[config.mk]
export PLATFORM = sky130hd
export DESIGN_NAME = slt_minmax_tracker_flat
export DESIGN_NICKNAME = d
export VERILOG_FILES = /design/src/rtl/slt_minmax_tracker_if.sv /design/src/rtl/slt_minmax_tracker.sv /design/src/flat_wrapper.sv
export SDC_FILE = /design/constraint.sdc
export NUM_CORES = 1
export LEC_CHECK = 0
export CAP_MARGIN = 30
export CORE_ASPECT_RATIO = 1.1
export CORE_MARGIN = 4
export CORE_UTILIZATION = 30
export DETAILED_ROUTE_END_ITERATION = 8
export DONT_BUFFER_PORTS = 1
export GPL_TIMING_DRIVEN = 0
export PLACE_DENSITY = 0.5
export REMOVE_ABC_BUFFERS = 1
export SYNTH_ARGS = -nofsm -noshare
export SYNTH_HDL_FRONTEND = slang
export SYNTH_SLANG_ARGS = --single-unit
[constraint.sdc]
create_clock -name CLK -period 5.75 [get_ports CLK]
set_clock_uncertainty 0.2 [all_clocks]
set_input_delay 0.2875 -clock CLK [delete_from_list [all_inputs] [get_ports CLK]]
set_output_delay 0.2875 -clock CLK [all_outputs]
set_load 0.01 [all_outputs]
[src/rtl/slt_minmax_tracker_if.sv]
// Stream interface for slt_minmax_tracker: sample input channel and frame
// result output channel. O_ARGMIN exists only when SLT_MINMAX_ARGMIN_EN is
// defined.
interface slt_minmax_tracker_if #(
  parameter int WIDTH     = 2,
  parameter int CNT_WIDTH = 8
);
  logic                 I_VALID;
  logic                 I_READY;
  logic [WIDTH-1:0]     I;
  logic                 I_LAST;
  logic                 O_VALID;
  logic                 O_READY;
  logic [WIDTH-1:0]     O_MIN;
  logic [WIDTH-1:0]     O_MAX;
  logic [CNT_WIDTH-1:0] O_COUNT;
`ifdef SLT_MINMAX_ARGMIN_EN
  logic [CNT_WIDTH-1:0] O_ARGMIN;
`endif

  // Sample source / result consumer side.
  modport master (
`ifdef SLT_MINMAX_ARGMIN_EN
    input  O_ARGMIN,
`endif
    output I_VALID, I, I_LAST, O_READY,
    input  I_READY, O_VALID, O_MIN, O_MAX, O_COUNT
  );

  // Tracker side.
  modport slave (
`ifdef SLT_MINMAX_ARGMIN_EN
    output O_ARGMIN,
`endif
    input  I_VALID, I, I_LAST, O_READY,
    output I_READY, O_VALID, O_MIN, O_MAX, O_COUNT
  );
endinterface

[src/rtl/slt_minmax_tracker.sv]
// slt_minmax_tracker: per-frame signed min / max / sample count of a framed
// stream. Comparisons use the subtract-and-correct-for-overflow signed
// less-than. One result per frame is held until the consumer takes it.
// Optional macro SLT_MINMAX_ARGMIN_EN adds O_ARGMIN, the 0-based index of
// the first occurrence of the frame minimum.
module slt_minmax_tracker #(
  parameter int WIDTH     = 2,
  parameter int CNT_WIDTH = 8
) (
  input logic                 CLK,
  input logic                 RESET,
  slt_minmax_tracker_if.slave bus
);

  typedef enum logic [1:0] {
    IDLE  = 2'd0,
    ACCUM = 2'd1,
    DONE  = 2'd2
  } state_e;

  localparam logic [CNT_WIDTH-1:0] CNT_MAX = '1;
  localparam logic [CNT_WIDTH-1:0] CNT_ONE = CNT_WIDTH'(1);

  state_e               state_q, state_d;
  logic [WIDTH-1:0]     min_q, min_d;
  logic [WIDTH-1:0]     max_q, max_d;
  logic [CNT_WIDTH-1:0] cnt_q, cnt_d;
  logic [WIDTH-1:0]     out_min_q, out_min_d;
  logic [WIDTH-1:0]     out_max_q, out_max_d;
  logic [CNT_WIDTH-1:0] out_cnt_q, out_cnt_d;
`ifdef SLT_MINMAX_ARGMIN_EN
  logic [CNT_WIDTH-1:0] argmin_q, argmin_d;
  logic [CNT_WIDTH-1:0] out_argmin_q, out_argmin_d;
`endif

  logic i_ready;
  logic o_valid;
  logic accept;
  logic handoff;
  logic close_frame;

  // Signed a < b: the sign of a - b, flipped when the subtraction overflowed
  // (operands of different sign and a result sign differing from a).
  function automatic logic slt(input logic [WIDTH-1:0] a, input logic [WIDTH-1:0] b);
    logic [WIDTH-1:0] d;
    logic             ovf;
    d   = a - b;
    ovf = (a[WIDTH-1] != b[WIDTH-1]) && (d[WIDTH-1] != a[WIDTH-1]);
    return d[WIDTH-1] ^ ovf;
  endfunction

  assign accept      = bus.I_VALID && i_ready;
  assign handoff     = o_valid && bus.O_READY;
  assign close_frame = accept && bus.I_LAST;

  // State register and all datapath registers.
  always_ff @(posedge CLK or posedge RESET) begin
    if (RESET) begin
      state_q      <= IDLE;
      min_q        <= '0;
      max_q        <= '0;
      cnt_q        <= '0;
      out_min_q    <= '0;
      out_max_q    <= '0;
      out_cnt_q    <= '0;
`ifdef SLT_MINMAX_ARGMIN_EN
      argmin_q     <= '0;
      out_argmin_q <= '0;
`endif
    end else begin
      // NOTE: non-blocking assignments so every flop samples pre-edge values.
      state_q      <= state_d;
      min_q        <= min_d;
      max_q        <= max_d;
      cnt_q        <= cnt_d;
      out_min_q    <= out_min_d;
      out_max_q    <= out_max_d;
      out_cnt_q    <= out_cnt_d;
`ifdef SLT_MINMAX_ARGMIN_EN
      argmin_q     <= argmin_d;
      out_argmin_q <= out_argmin_d;
`endif
    end
  end

  // Next-state logic: frame opens on first accept, closes on the I_LAST beat.
  always_comb begin
    // NOTE: default first so every path assigns state_d and no latch is inferred.
    state_d = state_q;
    unique case (state_q)
      IDLE, ACCUM: begin
        if (close_frame) state_d = DONE;
        else if (accept) state_d = ACCUM;
      end
      DONE: begin
        if (handoff) state_d = IDLE;
      end
      default: state_d = IDLE;
    endcase
  end

  // Running min/max/count update, and capture into the result registers on
  // the closing beat so the result is visible the cycle after it.
  always_comb begin
    min_d     = min_q;
    max_d     = max_q;
    cnt_d     = cnt_q;
    out_min_d = out_min_q;
    out_max_d = out_max_q;
    out_cnt_d = out_cnt_q;
`ifdef SLT_MINMAX_ARGMIN_EN
    argmin_d     = argmin_q;
    out_argmin_d = out_argmin_q;
`endif
    if (accept) begin
      if (state_q == IDLE) begin
        min_d = bus.I;
        max_d = bus.I;
        cnt_d = CNT_ONE;
`ifdef SLT_MINMAX_ARGMIN_EN
        argmin_d = '0;
`endif
      end else begin
        // Strict compares: ties keep the stored value (first occurrence wins).
        if (slt(bus.I, min_q)) begin
          min_d = bus.I;
`ifdef SLT_MINMAX_ARGMIN_EN
          // cnt_q is the 0-based index of this beat, saturating with the count.
          argmin_d = cnt_q;
`endif
        end
        if (slt(max_q, bus.I)) max_d = bus.I;
        if (cnt_q != CNT_MAX) cnt_d = cnt_q + CNT_ONE;
      end
    end
    if (close_frame) begin
      out_min_d = min_d;
      out_max_d = max_d;
      out_cnt_d = cnt_d;
`ifdef SLT_MINMAX_ARGMIN_EN
      out_argmin_d = argmin_d;
`endif
    end
  end

  // Handshake outputs decoded from registered state only.
  always_comb begin
    i_ready = (state_q != DONE);
    o_valid = (state_q == DONE);
  end

  assign bus.I_READY  = i_ready;
  assign bus.O_VALID  = o_valid;
  assign bus.O_MIN    = out_min_q;
  assign bus.O_MAX    = out_max_q;
  assign bus.O_COUNT  = out_cnt_q;
`ifdef SLT_MINMAX_ARGMIN_EN
  assign bus.O_ARGMIN = out_argmin_q;
`endif

endmodule

[src/flat_wrapper.sv]
// flat-port wrapper written by rule: the top's interface ports become plain ports
module slt_minmax_tracker_flat 
#(
  parameter int WIDTH     = 2,
  parameter int CNT_WIDTH = 8
)
  (CLK, RESET, bus_I_VALID, bus_I, bus_I_LAST, bus_O_READY, bus_I_READY, bus_O_VALID, bus_O_MIN, bus_O_MAX, bus_O_COUNT);
  slt_minmax_tracker_if #(.WIDTH(WIDTH), .CNT_WIDTH(CNT_WIDTH)) bus_i ();
  input logic CLK;
  input logic RESET;
  input wire logic [$bits(bus_i.I_VALID)-1:0] bus_I_VALID;
  input wire logic [$bits(bus_i.I)-1:0] bus_I;
  input wire logic [$bits(bus_i.I_LAST)-1:0] bus_I_LAST;
  input wire logic [$bits(bus_i.O_READY)-1:0] bus_O_READY;
  output wire logic [$bits(bus_i.I_READY)-1:0] bus_I_READY;
  output wire logic [$bits(bus_i.O_VALID)-1:0] bus_O_VALID;
  output wire logic [$bits(bus_i.O_MIN)-1:0] bus_O_MIN;
  output wire logic [$bits(bus_i.O_MAX)-1:0] bus_O_MAX;
  output wire logic [$bits(bus_i.O_COUNT)-1:0] bus_O_COUNT;
  assign bus_i.I_VALID = bus_I_VALID;
  assign bus_i.I = bus_I;
  assign bus_i.I_LAST = bus_I_LAST;
  assign bus_i.O_READY = bus_O_READY;
  assign bus_I_READY = bus_i.I_READY;
  assign bus_O_VALID = bus_i.O_VALID;
  assign bus_O_MIN = bus_i.O_MIN;
  assign bus_O_MAX = bus_i.O_MAX;
  assign bus_O_COUNT = bus_i.O_COUNT;
  slt_minmax_tracker #(.WIDTH(WIDTH), .CNT_WIDTH(CNT_WIDTH)) u_core (.CLK(CLK), .RESET(RESET), .bus(bus_i));
endmodule
# After elaboration in Yosys (flattened, before gate mapping)
# Index checks and enable logic that the tools add are counted.
[totals] input_bits=7 mem_count=0 ramBits=0 wordCells=43 mem_bits_ro=0 out_inout_bits=14 latch_bits=0 regBits=26
[classes] muxes=13 magnitude_cmp=0 add_sub_neg=3 bitwise_logic=2 reduce_logical=8 eq_ne=10 n_shift=0 div=0 multipliers=0
[ops] operator="two-way mux 8 bit" n=3
[ops] operator="two-way mux 2 bit" n=9
[ops] operator="adder 8 x 1 -> 8 bit (second input constant)" n=1
[ops] operator="!= test 8 bit (second input constant)" n=1
[ops] operator="logical AND 1 bit" n=5
[ops] operator="!= test 1 bit" n=4
[ops] operator="!= test 2 bit (second input constant)" n=2
[ops] operator="case mux 2 bit (2 select lines)" n=1
[ops] operator="subtractor 2 bit" n=2
[ops] operator="!= test 3 x 1 -> 1 bit (second input constant)" n=1
[ops] operator="equality test 2 x 1 -> 1 bit (second input constant)" n=1
[ops] operator="equality test 2 bit (second input constant)" n=1
[ops] operator="logical NOT 2 bit" n=1
[ops] operator="AND reduction 2 bit" n=1
[ops] operator="OR reduction 2 bit" n=1
[ops] operator="XOR 1 bit" n=2

# Depth between registers and ports, before layout
# Gate-level depths: netlist of run 1.
[depth] word_depth=7 mapped_depth=6 ltp_nobuf=6

# Worst setup path before layout of run 1
# No wires, ideal clock.
[synth_path] path_type="register to register" start="register u_core.min_q[0]" end="register u_core.out_min_q[0] (netlist: u_core.bus.O_MIN[0])" path_buffers=0 required_ns=5.425 path_slack_ns=3.722 synth_period_minus_slack_ns=2.028 setup_time_ns=0.125 path_stages_with_launch=7 arrival_time_ns=1.703 cell_sequence="dfrtp_1 > nor2b_1 > fa_1 > and2_1 > o21ai_0 > mux2_2 > mux2_2"
[synth_via] elab_chain_len=7
[synth_lines] item="from (decl)" line_no="slt_minmax_tracker.sv:25" rtl="logic [WIDTH-1:0] min_q, min_d;"
[synth_lines] item="from (signal assigned)" line_no="slt_minmax_tracker.sv:73" rtl="min_q <= min_d;"
[synth_lines] item="subtractor 2 bit" line_no="slt_minmax_tracker.sv:47" rtl="d = a - b;"
[synth_lines] item="!= test 1 bit" line_no="slt_minmax_tracker.sv:48" rtl="ovf = (a[WIDTH-1] != b[WIDTH-1]) && (d[WIDTH-1] != a[WIDTH-1]);"
[synth_lines] item="logical AND 1 bit" line_no="slt_minmax_tracker.sv:48"
[synth_lines] item="XOR 1 bit" line_no="slt_minmax_tracker.sv:49" rtl="return d[WIDTH-1] ^ ovf;"
[synth_lines] item="two-way mux 2 bit" line_no="slt_minmax_tracker.sv:125" rtl="if (slt(bus.I, min_q)) begin"
[synth_lines] item="two-way mux 2 bit" line_no="slt_minmax_tracker.sv:116" rtl="if (state_q == IDLE) begin"
[synth_lines] item="two-way mux 2 bit (*)" line_no="slt_minmax_tracker.sv:115" rtl="if (accept) begin"
[synth_lines] item="net u_core.min_d[0]" line_no="slt_minmax_tracker.sv:25"
[synth_lines] item="to (signal assigned)" line_no="slt_minmax_tracker.sv:76" rtl="out_min_q <= out_min_d;"
[synth_lines] item="to (decl)" line_no="slt_minmax_tracker.sv:28" rtl="logic [WIDTH-1:0] out_min_q, out_min_d;"
# The timed path passes the listed nets; every way through them passes the cells marked *.
# A chain may end at the register's enable or synchronous reset.

# Worst setup path in the final report of run 1
[layout_path] start="register u_core.state_q[0]" end="register u_core.out_min_q[0] (netlist: u_core.bus.O_MIN[0])"
[layout_via] elab_chain_len=3 word_cells_on_any_way=6 cone_classes="1 x eq/ne; 2 x mux; 3 x reduce/logical"
[layout_lines] item="from (decl)" line_no="slt_minmax_tracker.sv:24" rtl="state_e state_q, state_d;"
[layout_lines] item="from (signal assigned)" line_no="slt_minmax_tracker.sv:72" rtl="state_q <= state_d;"
[layout_lines] item="!= test 2 bit (*)" line_no="slt_minmax_tracker.sv:148" rtl="i_ready = (state_q != DONE);"
[layout_lines] item="net bus_I_READY" line_no="flat_wrapper.sv:15" rtl="output wire logic [$bits(bus_i.I_READY)-1:0] bus_I_READY;"
[layout_lines] item="logical AND 1 bit (*)" line_no="slt_minmax_tracker.sv:52" rtl="assign accept = bus.I_VALID && i_ready;"
[layout_lines] item="two-way mux 2 bit / logical AND 1 bit (equally long branches)" line_no="slt_minmax_tracker.sv:115, slt_minmax_tracker.sv:54"
# Marks and branches as above.

==> out/results.txt, run 1 <==
WS Path Type - flop to flop
CTS Sinks - 26
Initial DRT Pass Iterations - 4
Reg-to-Reg Start - u_core.state_q[0]$_DFFE_PP0P_
Distinct cells, synth - 40
TritonCTS clock tree - yes
Prevailing post-synth register cell - dfrtp_1
Xor/xnor cell area share of the yosys netlist - 1.252%
Final setup fails - 0
Power Dens Cells - 324.1 mW/mm^2
RSZ-0062 raised after global routing - false
Largest family of logic cells by synthesized area - simple AND/OR/NAND/NOR gates
CTS max path bufs - 2
Post-route DRC - 0
Initial antenna violation count - 0
Layout cell share with drive strength beyond 1 - 11.27%
Setup TNS - 0 ns
Commonest non-fill, non-tap cells in the layout - 26 x dfrtp_1, 16 x nand2_1, 12 x o21ai_0, 10 x nor2_1
Startpoint types - flop
Hold Vio Cnt, Final - 0
Rows - 25
Worst Setup End Kind - flop
Hold depth - 3
Final period util - 39.17%
Post-synth top area cell - dfrtp_1
Synthesized flop and latch total - 26
CP max FO - 13
Drt first-iter violations - 35
Worst skew pair latency - 0.27 ns
Post-synth EDFFs - 0
Post-Place Cells - 187
Post-DRT Antenna Nets - 0
Area grow syn2layout - 10.91%
Status - complete, no violations
Synth warn - 0
Number of global-route vias before repair - 1,000
Slew @ Worst Pin - 0.6265 ns
Rel. slew slack - 58.11%
Die Width - 73.11 um
Total grt overflow - 0
Cts repair resizes - 0
Area share of the largest cell type after synthesis - 46.51%
Post-Synth Simple-Gate Area - 21.56%
Cell leakage power - 0.0006554 uW
FFs w/ async S/R, synth - 100.0%
Worst R2R Path Depth - 4
Gr usage total - 10.74%
Hold Crit Class - input port to flop
First-pass GRT wire length - 4892 um
Vias - 1,037
Final std cells w/o fill - 196
Cts bufs inserted - 3
DR vias/cell - 5.291
RePlAce Congestion - 0.8310
Mux share of post-synthesis cell area - 7.603%
CTS HTree Levels - 1
Full die area - 0.005820 mm^2
Total of max-cap violations - 0
Crit path required time - 5.71 ns
Syn_area_per_cell - 10.21 um^2
Nets - 156
Complex-gate fraction of the synthesized area - 11.90%
Gate Count Post-Synth - 137
Sequential cell area - 650.6 um^2
Slew Viols, Final - 0
Top cells by area, synth - dfrtp_1 47%, o21ai_0 4.3%, nand2_1 4.3%, mux2_2 4.0%, mux2i_1 3.6%
Io pins - 21
Worst-path clk slew - 0.09 ns
Pin count of the biggest net entering global routing - 19
Worst R2R End - u_core.bus.O_MIN[0]$_DFFE_PP0P_
Maximum clock frequency - 444.0 MHz
Most common cell after layout, fill and taps aside - dfrtp_1
CTS Root Cell - clkbuf_8
WHS Endpoint - u_core.min_q[1]$_DFF_PP0_
Number of diodes - 0
Total chip power - 502.8 uW
I/O Buffers - 0
Reg-to-reg slack, setup - 3.50 ns
Starting Density - 31.72%
Cell Area, Synth - 0.001399 mm^2
Arrival @ worst endpoint - 2.21 ns
Tmin final - 2.252 ns
Post-synthesis sequential area ratio - 46.51%
Worst Hold Launch - bus_I_VALID
Drt wl/cell - 14.94 um
Core ar. - 0.004410 mm^2
# fillers - 455
Post-Route WL - 2928 um
Die outline height - 79.62 um
Multi-input gate area - 669.4 um^2
VDD IR max - 0.1698 mV
Adder-Cell Fraction of Synth Area - 5.546%
Dpl hpwl - 2078 um
[cell usage after synthesis, types with 2 or more instances]
master	instances
dfrtp_1	26
nand2_1	16
o21ai_0	12
nor2_1	10
inv_1	7
nand3_1	7
mux2_2	5
mux2i_1	5
a31oi_1	4
and2_1	3
ha_1	3
nor2b_1	3
a21oi_1	2
clkbuf_8	2
fa_1	2
nand4_1	2
nor3_1	2
o211ai_1	2
or4_1	2
xor2_1	2
[power breakdown]
part	internal [uW]	switching [uW]	total, uW
clock	46.9	55.5	102
combinational	57.7	61.2	119
sequential	224	57.1	281
[cells by family (layout without fill, tap and decap cells)]
| group | count (synthesis) | in the layout |
|---|---|---|
| compound gates | 27 | 27 |
| xor+xnor | 2 | 2 |
| simple gates | 54 | 54 |
| mux | 10 | 10 |
| buf+inv | 13 | 18 |
| fa+ha+maj | 5 | 5 |
| flops | 26 | 26 |
[critical path, cell delays in order (launching register included)]
cell     delay, ns
dfrtp_1       0.61
and2b_4       0.30
inv_6         0.11
nand3_1       0.47
mux2_2        0.46
[state kept, by name, summed over array words and instances, names as in the netlist]
| name | flops |
|---|---|
| u_core.cnt_q | 8 |
| u_core.min_q | 2 |
| u_core.bus.O_COUNT | 8 |
| u_core.bus.O_MAX | 2 |
| u_core.bus.O_MIN | 2 |
| u_core.state_q | 2 |
| u_core.max_q | 2 |
[worst max-delay path by stage]
| stage | from | end | depth (start not counted) |
|---|---|---|---|
| 2_1_floorplan | u_core.min_q[0]$_DFF_PP0_ | u_core.bus.O_MIN[0]$_DFFE_PP0P_ | 6 |
| 3_3_place_gp | u_core.state_q[0]$_DFFE_PP0P_ | u_core.bus.O_MIN[0]$_DFFE_PP0P_ | 4 |
| 3_5_place_dp | u_core.state_q[0]$_DFFE_PP0P_ | u_core.bus.O_MIN[0]$_DFFE_PP0P_ | 4 |
| 4_1_cts | u_core.state_q[0]$_DFFE_PP0P_ | u_core.bus.O_MIN[0]$_DFFE_PP0P_ | 4 |
| 5_1_grt | u_core.state_q[0]$_DFFE_PP0P_ | u_core.bus.O_MIN[0]$_DFFE_PP0P_ | 4 |
| 6_report | u_core.state_q[0]$_DFFE_PP0P_ | u_core.bus.O_MIN[0]$_DFFE_PP0P_ | 4 |
[final cells by class]
class	count	area share, %
clock buffers	3	2.661
flip-flops and latches	26	41.94
repair buffers	7	5.645
well taps	54	4.355
multi-input cells	98	43.15
inverters	8	2.258
[metrics by stage]
step	util (%)	hold slack (ns)	instance area (um^2)	worst slack, ns
global route	35.18	0.02283	1551	3.339
CTS	35.18	0.001410	1551	3.464
finish	35.18	0.01006	1551	3.498
detailed placement	32.88	-0.003524	1450	3.490
global placement	32.26	0.1787	1423	3.512
floorplan	-	0.1275	1355	3.722
[what timing repair did]
item,4_1_cts,5_1_grt
hold buffers,6,0
hold endpoints to repair,16,0
setup buffers,0,0
[per-layer routing]
metal	wire length [um]	GRT usage, %	vias up
met4	14	2.030	0
li1	-	-	488
met1	1340	13.88	518
met2	1372	17.08	29
met3	200	4.030	2
met5	0	0	-
Power figures use the tool's default switching activity.
==> inputs of run 2 (changes only) <==
--- a/config.mk
+++ b/config.mk
@@ -12,7 +12,7 @@
 export DETAILED_ROUTE_END_ITERATION = 8
 export DONT_BUFFER_PORTS = 1
 export GPL_TIMING_DRIVEN = 0
-export PLACE_DENSITY = 0.5
+export PLACE_DENSITY = 0.51
 export REMOVE_ABC_BUFFERS = 1
 export SYNTH_ARGS = -nofsm -noshare
 export SYNTH_HDL_FRONTEND = slang
==> constraint.sdc (replaced) <==
create_clock -name CLK -period 1.99 [get_ports CLK]
set_clock_uncertainty 0.2 [all_clocks]
set_input_delay 0.0995 -clock CLK [delete_from_list [all_inputs] [get_ports CLK]]
set_output_delay 0.0995 -clock CLK [all_outputs]
set_load 0.01 [all_outputs]
==> run 2 against run 1 <==
  * The flow now finishes with violations (negative setup slack)
  * Highest routed layer unchanged
  * Largest cell class unchanged
  * Critical path depth is 2 higher
  * Clock power grew to 3.3 times the previous value
  * Global-route usage is 0.47 points higher
  * Die area did not move
  * Non-clock buffer count increased by 3
  * Sequential cell count stayed put
  * Cell area increased by 3.9%
  * Fmax up 12%
  * Count of clock-buffer cells in the layout increased by 1
  * Register-to-register slack worse by 3.5 ns
==> out/results.txt, run 2 (synthesis results as in run 1) <==
Status - finished with violations
Failing checks - negative setup slack
CP max FO - 2
Slew Viols, Final - 0
Layout cell share with drive strength beyond 1 - 17.81%
Placed Instance Area - 0.001438 mm^2
Reg-to-Reg Start - u_core.min_q[0]$_DFF_PP0_
Final Instance Area - 0.001612 mm^2
Setup TNS - -0.02609 ns
Worst path slowest cell - dfrtp_1
VDD IR max - 0.5100 mV
Most common cell after layout, fill and taps aside - dfrtp_1
Number of global-route vias before repair - 1,000
Drt first-iter violations - 42
CTS Root Cell - clkbuf_8
WS Path Type - flop to flop
Full die area - 0.005820 mm^2
Tmin final - 2.016 ns
Arrival @ worst endpoint - 1.98 ns
Maximum clock frequency - 496.0 MHz
Worst-path clk slew - 0.09 ns
CP top delay family - multiplexers
Area grow syn2layout - 15.21%
First-pass GRT wire length - 5037 um
CTS Sinks - 26
Die Width - 73.11 um
Hold Crit Class - input port to flop
Cell leakage power - 0.0006891 uW
Buffer and inverter count on the worst path - 0
Gate power share - 25.5%
Dpl hpwl - 2079 um
RSZ-0062 raised after global routing - true
Post-DRT Antenna Nets - 0
Internal power - 1024 uW
Post-Route WL - 3023 um
Core ar. - 0.004410 mm^2
Reg power frac - 52.5%
CTS max path bufs - 2
Crit path required time - 1.95 ns
DR vias/cell - 5.205
Initial DRT Pass Iterations - 4
Hold Vio Cnt, Final - 0
Rows - 25
Pin count of the biggest net entering global routing - 16
Initial antenna violation count - 0
Io pins - 21
Sw Share - 33.78%
Rel. slew slack - 58.91%
NetSw - 522.3 uW
Worst Hold Launch - bus_I_VALID
RePlAce Congestion - 0.8295
Post-route DRC - 0
Worst skew pair latency - 0.27 ns
Power Dens Cells - 959.5 mW/mm^2
Startpoint types - flop
Hold depth - 2
TritonCTS clock tree - yes
Cts bufs inserted - 3
Slew @ Worst Pin - 0.6143 ns
Starting Density - 31.72%
CTS HTree Levels - 1
Worst Setup End Kind - flop
Cell Chain, Critical Path - nor2b_4 -> fa_2 -> and2_4 -> o21ai_2 -> mux2_4 -> mux2_2
Total of max-cap violations - 0
Post-route setup slack - -0.02609 ns
I/O Buffers - 0
Slowest stage delay, CP - 0.40 ns
Drt wl/cell - 15.12 um
WHS Endpoint - u_core.bus.O_COUNT[2]$_DFFE_PP0P_
Clock group share of total power - 22.0%
Final setup fails - 1
Placement Setup Slack - -0.2443 ns
Number of diodes - 0
Commonest non-fill, non-tap cells in the layout - 25 x dfrtp_1, 16 x nand2_1, 10 x nor2_1, 10 x o21ai_0
Gr usage total - 11.21%
Total grt overflow - 0
Final period util - 101.3%
Nets - 159
Die outline height - 79.62 um
Reg-to-reg slack, setup - -0.03 ns
Vias - 1,041
Worst R2R Path Depth - 6
Worst R2R End - u_core.bus.O_MIN[0]$_DFFE_PP0P_
==> run 2: power groups by stage <==
stage,combinational (uW),clock [uW],sequential [uW]
after floorplan,271,0,788
after global placement,320,0,823
after detailed placement,333,0,825
after CTS,381,361,815
after global routing,446,386,836
final,394,340,812
==> run 2: through the flow <==
step                total power [uW]  hold slack [ns]  util (%)  cells
global route                    1668          0.01267     36.54    200
global placement                1142        -0.007871     32.26    186
CTS                             1557         0.002375     36.20    199
detailed placement              1158          -0.1554     32.60    187
finish                          1546         0.001246     36.54    200
floorplan                       1059         -0.06048         -    132
==> run 2: what timing repair did <==
action | in CTS | in global routing
hold buffers | 7 | 0
gates resized for setup | 10 | 2
endpoints found under the setup margin | 12 | 2
buffers inserted | 1 | 1
endpoints found under the hold margin | 44 | 0
pin swaps | 1 | 1
==> run 2: final cells by class <==
type                       instances  area [um^2]
fill                             434         2799
multi-input combinational         98        701.9
sequential                        26        651.9
timing repair buffer              10        100.1
tap                               54        67.56
clock buffer                       4        55.05
inverter                           8        35.03
==> run 2: how the worst max path moves through the flow <==
stage,depth (start not counted),end,slack [ns],start
after CTS,6,u_core.bus.O_MIN[0]$_DFFE_PP0P_,-0.04,u_core.min_q[0]$_DFF_PP0_
final,6,u_core.bus.O_MIN[0]$_DFFE_PP0P_,-0.03,u_core.min_q[0]$_DFF_PP0_
after floorplan,6,u_core.bus.O_MIN[0]$_DFFE_PP0P_,-0.04,u_core.min_q[0]$_DFF_PP0_
after global routing,6,u_core.bus.O_MIN[0]$_DFFE_PP0P_,-0.07,u_core.min_q[0]$_DFF_PP0_
after global placement,4,u_core.bus.O_MAX[0]$_DFFE_PP0P_,-0.23,u_core.state_q[0]$_DFFE_PP0P_
after detailed placement,4,u_core.bus.O_MAX[0]$_DFFE_PP0P_,-0.24,u_core.state_q[0]$_DFFE_PP0P_
==> run 2: metal layers <==
| layer | GRT usage, % | part of all wire [%] | vias to the layer above |
|---|---|---|---|
| li1 | - | - | 494 |
| met2 | 17.17 | 48 | 31 |
| met5 | 0 | 0 | - |
| met1 | 15.14 | 43 | 511 |
| met4 | 2.214 | 0.73 | 0 |
| met3 | 4.030 | 7.9 | 5 |
==> inputs of run 3 (changes only) <==
--- a/config.mk
+++ b/config.mk
@@ -13,6 +13,7 @@
 export DONT_BUFFER_PORTS = 1
 export GPL_TIMING_DRIVEN = 0
 export PLACE_DENSITY = 0.51
+export RECOVER_POWER = 100
 export REMOVE_ABC_BUFFERS = 1
 export SYNTH_ARGS = -nofsm -noshare
 export SYNTH_HDL_FRONTEND = slang
==> constraint.sdc (replaced) <==
create_clock -name CLK -period 1.99 [get_ports CLK]
set_clock_uncertainty 0.2 [all_clocks]
set_input_delay 0.0995 -clock CLK [delete_from_list [all_inputs] [get_ports CLK]]
set_output_delay 0.0995 -clock CLK [all_outputs]
set_load 0.005 [all_outputs]
==> run 3 against run 2 <==
  * The run still ends with negative setup slack left
  * Power fell by 2.5%
  * Core utilization shrank 0.60 points
  * Global-route usage did not move
  * Die area unchanged
  * Critical path type unchanged
  * Highest routed layer unchanged
==> out/results.txt, run 3 (synthesis results as in run 1) <==
Total grt overflow - 0
CTS max path bufs - 2
Final period util - 101.3%
Drt wl/cell - 15.44 um
Dpl hpwl - 2079 um
Worst skew pair latency - 0.27 ns
Failing checks - negative setup slack
Rows - 25
Worst-path clk slew - 0.09 ns
Slew Viols, Final - 0
RePlAce Congestion - 0.8295
Drt first-iter violations - 47
Commonest non-fill, non-tap cells in the layout - 25 x dfrtp_1, 16 x nand2_1, 10 x nor2_1, 10 x o21ai_0
VDD IR max - 0.4955 mV
I/O Buffers - 0
Initial antenna violation count - 0
Hold depth - 2
Hold Crit Class - input port to flop
Post-route setup slack - -0.02524 ns
Total of max-cap violations - 0
Arrival @ worst endpoint - 1.98 ns
Initial DRT Pass Iterations - 4
Full die area - 0.005820 mm^2
Die outline height - 79.62 um
Worst R2R Path Depth - 6
RSZ-0062 raised after global routing - true
Nets - 159
CP max FO - 2
Placement Setup Slack - -0.2263 ns
WS Path Type - flop to flop
WHS Endpoint - u_core.bus.O_COUNT[2]$_DFFE_PP0P_
Total chip power - 1508 uW
Post-Route WL - 3087 um
Worst Setup End Kind - flop
Placed Instance Area - 0.001438 mm^2
Reg-to-reg slack, setup - -0.03 ns
Post-DRT Antenna Nets - 0
Reg-to-Reg Start - u_core.min_q[0]$_DFF_PP0_
Final std cells w/o fill - 200
Final Instance Area - 0.001585 mm^2
Cell Chain, Critical Path - nor2b_4 -> fa_2 -> and2_4 -> o21ai_2 -> mux2_4 -> mux2_2
Layout cell share with drive strength beyond 1 - 16.44%
Setup TNS - -0.02524 ns
Pin count of the biggest net entering global routing - 16
Starting Density - 31.72%
Slowest stage delay, CP - 0.40 ns
Power Dens Cells - 951.4 mW/mm^2
Post-Place Cells - 187
Status - finished with violations
Cts bufs inserted - 3
Final setup fails - 1
Rel. slew slack - 45.29%
Cell leakage power - 0.0006799 uW
Post-route DRC - 0
CTS Sinks - 26
Gr usage total - 11.21%
First-pass GRT wire length - 5037 um
TritonCTS clock tree - yes
Slew @ Worst Pin - 0.8207 ns
DR vias/cell - 5.285
Area grow syn2layout - 13.33%
CTS HTree Levels - 1
Worst R2R End - u_core.bus.O_MIN[0]$_DFFE_PP0P_
Die Width - 73.11 um
Core ar. - 0.004410 mm^2
Number of global-route vias before repair - 1,000
Crit path required time - 1.96 ns
Startpoint types - flop
Number of diodes - 0
Maximum clock frequency - 496.2 MHz
Worst Hold Launch - bus_I_VALID
Io pins - 21
Vias - 1,057
Most common cell after layout, fill and taps aside - dfrtp_1
Worst path slowest cell - dfrtp_1
Hold Vio Cnt, Final - 0
Tmin final - 2.015 ns
CTS Root Cell - clkbuf_8
run 3: cell types whose count changed in the layout (fill, tap and decap cells not counted), sizes merged:
| cell | change |
|---|---|
| buf | -1 |
| clkbuf | +1 |
run 3: cell type report:
cell class	instances	area [um^2]
multi-input combinational	98	686.9
timing repair buffer	10	88.84
sequential	26	651.9
fill	438	2825
clock buffer	4	55.05
tap	54	67.56
inverter	8	35.03
run 3: worst max path at each step:
stage	startpoint	end	slack, ns	cells after the start
5_1_grt	u_core.min_q[0]$_DFF_PP0_	u_core.bus.O_MIN[0]$_DFFE_PP0P_	-0.07	6
6_report	u_core.min_q[0]$_DFF_PP0_	u_core.bus.O_MIN[0]$_DFFE_PP0P_	-0.03	6
2_1_floorplan	u_core.min_q[0]$_DFF_PP0_	u_core.bus.O_MIN[0]$_DFFE_PP0P_	-0.04	6
3_5_place_dp	u_core.state_q[0]$_DFFE_PP0P_	u_core.bus.O_MAX[0]$_DFFE_PP0P_	-0.23	4
4_1_cts	u_core.min_q[0]$_DFF_PP0_	u_core.bus.O_MIN[0]$_DFFE_PP0P_	-0.04	6
3_3_place_gp	u_core.state_q[0]$_DFFE_PP0P_	u_core.bus.O_MAX[0]$_DFFE_PP0P_	-0.21	4
run 3: repair_timing:
| action | 4_1_cts | 5_1_grt |
|---|---|---|
| endpoints found under the setup margin | 12 | 11 |
| resized for setup | 9 | 3 |
| setup buffers | 1 | 1 |
| hold buffers | 7 | 0 |
| pin swaps | 1 | 1 |
| hold endpoints to repair | 44 | 0 |
run 3: worst max-delay path, delay by kind of cell, from the launching register on:
family          cells  cell delay, ns
compound gates      1            0.12
fa+ha+maj           1            0.32
flops               1            0.40
mux                 2            0.57
simple gates        2            0.29
run 3: per-stage QoR:
stage,utilization [%],hold slack (ns)
after floorplan,-,-0.06048
after global placement,32.26,-0.007871
after detailed placement,32.60,-0.1554
after CTS,36.17,0.002375
after global routing,35.94,0.01267
final,35.94,0.003480
run 3: per-layer routing:
layer | up-vias | GRT usage [%] | part of all wire, %
met4 | 0 | 2.214 | 1.0
met1 | 520 | 15.14 | 45
li1 | 493 | - | -
met5 | - | 0 | 0
met2 | 37 | 17.17 | 46
met3 | 7 | 4.030 | 7.4
run 3: where the power goes:
part | leakage (uW) | internal [uW] | switching, uW | total, uW
Clock | 0.0000288 | 177 | 167 | 344
Combinational | 0.000317 | 192 | 192 | 384
Sequential | 0.000334 | 649 | 131 | 781
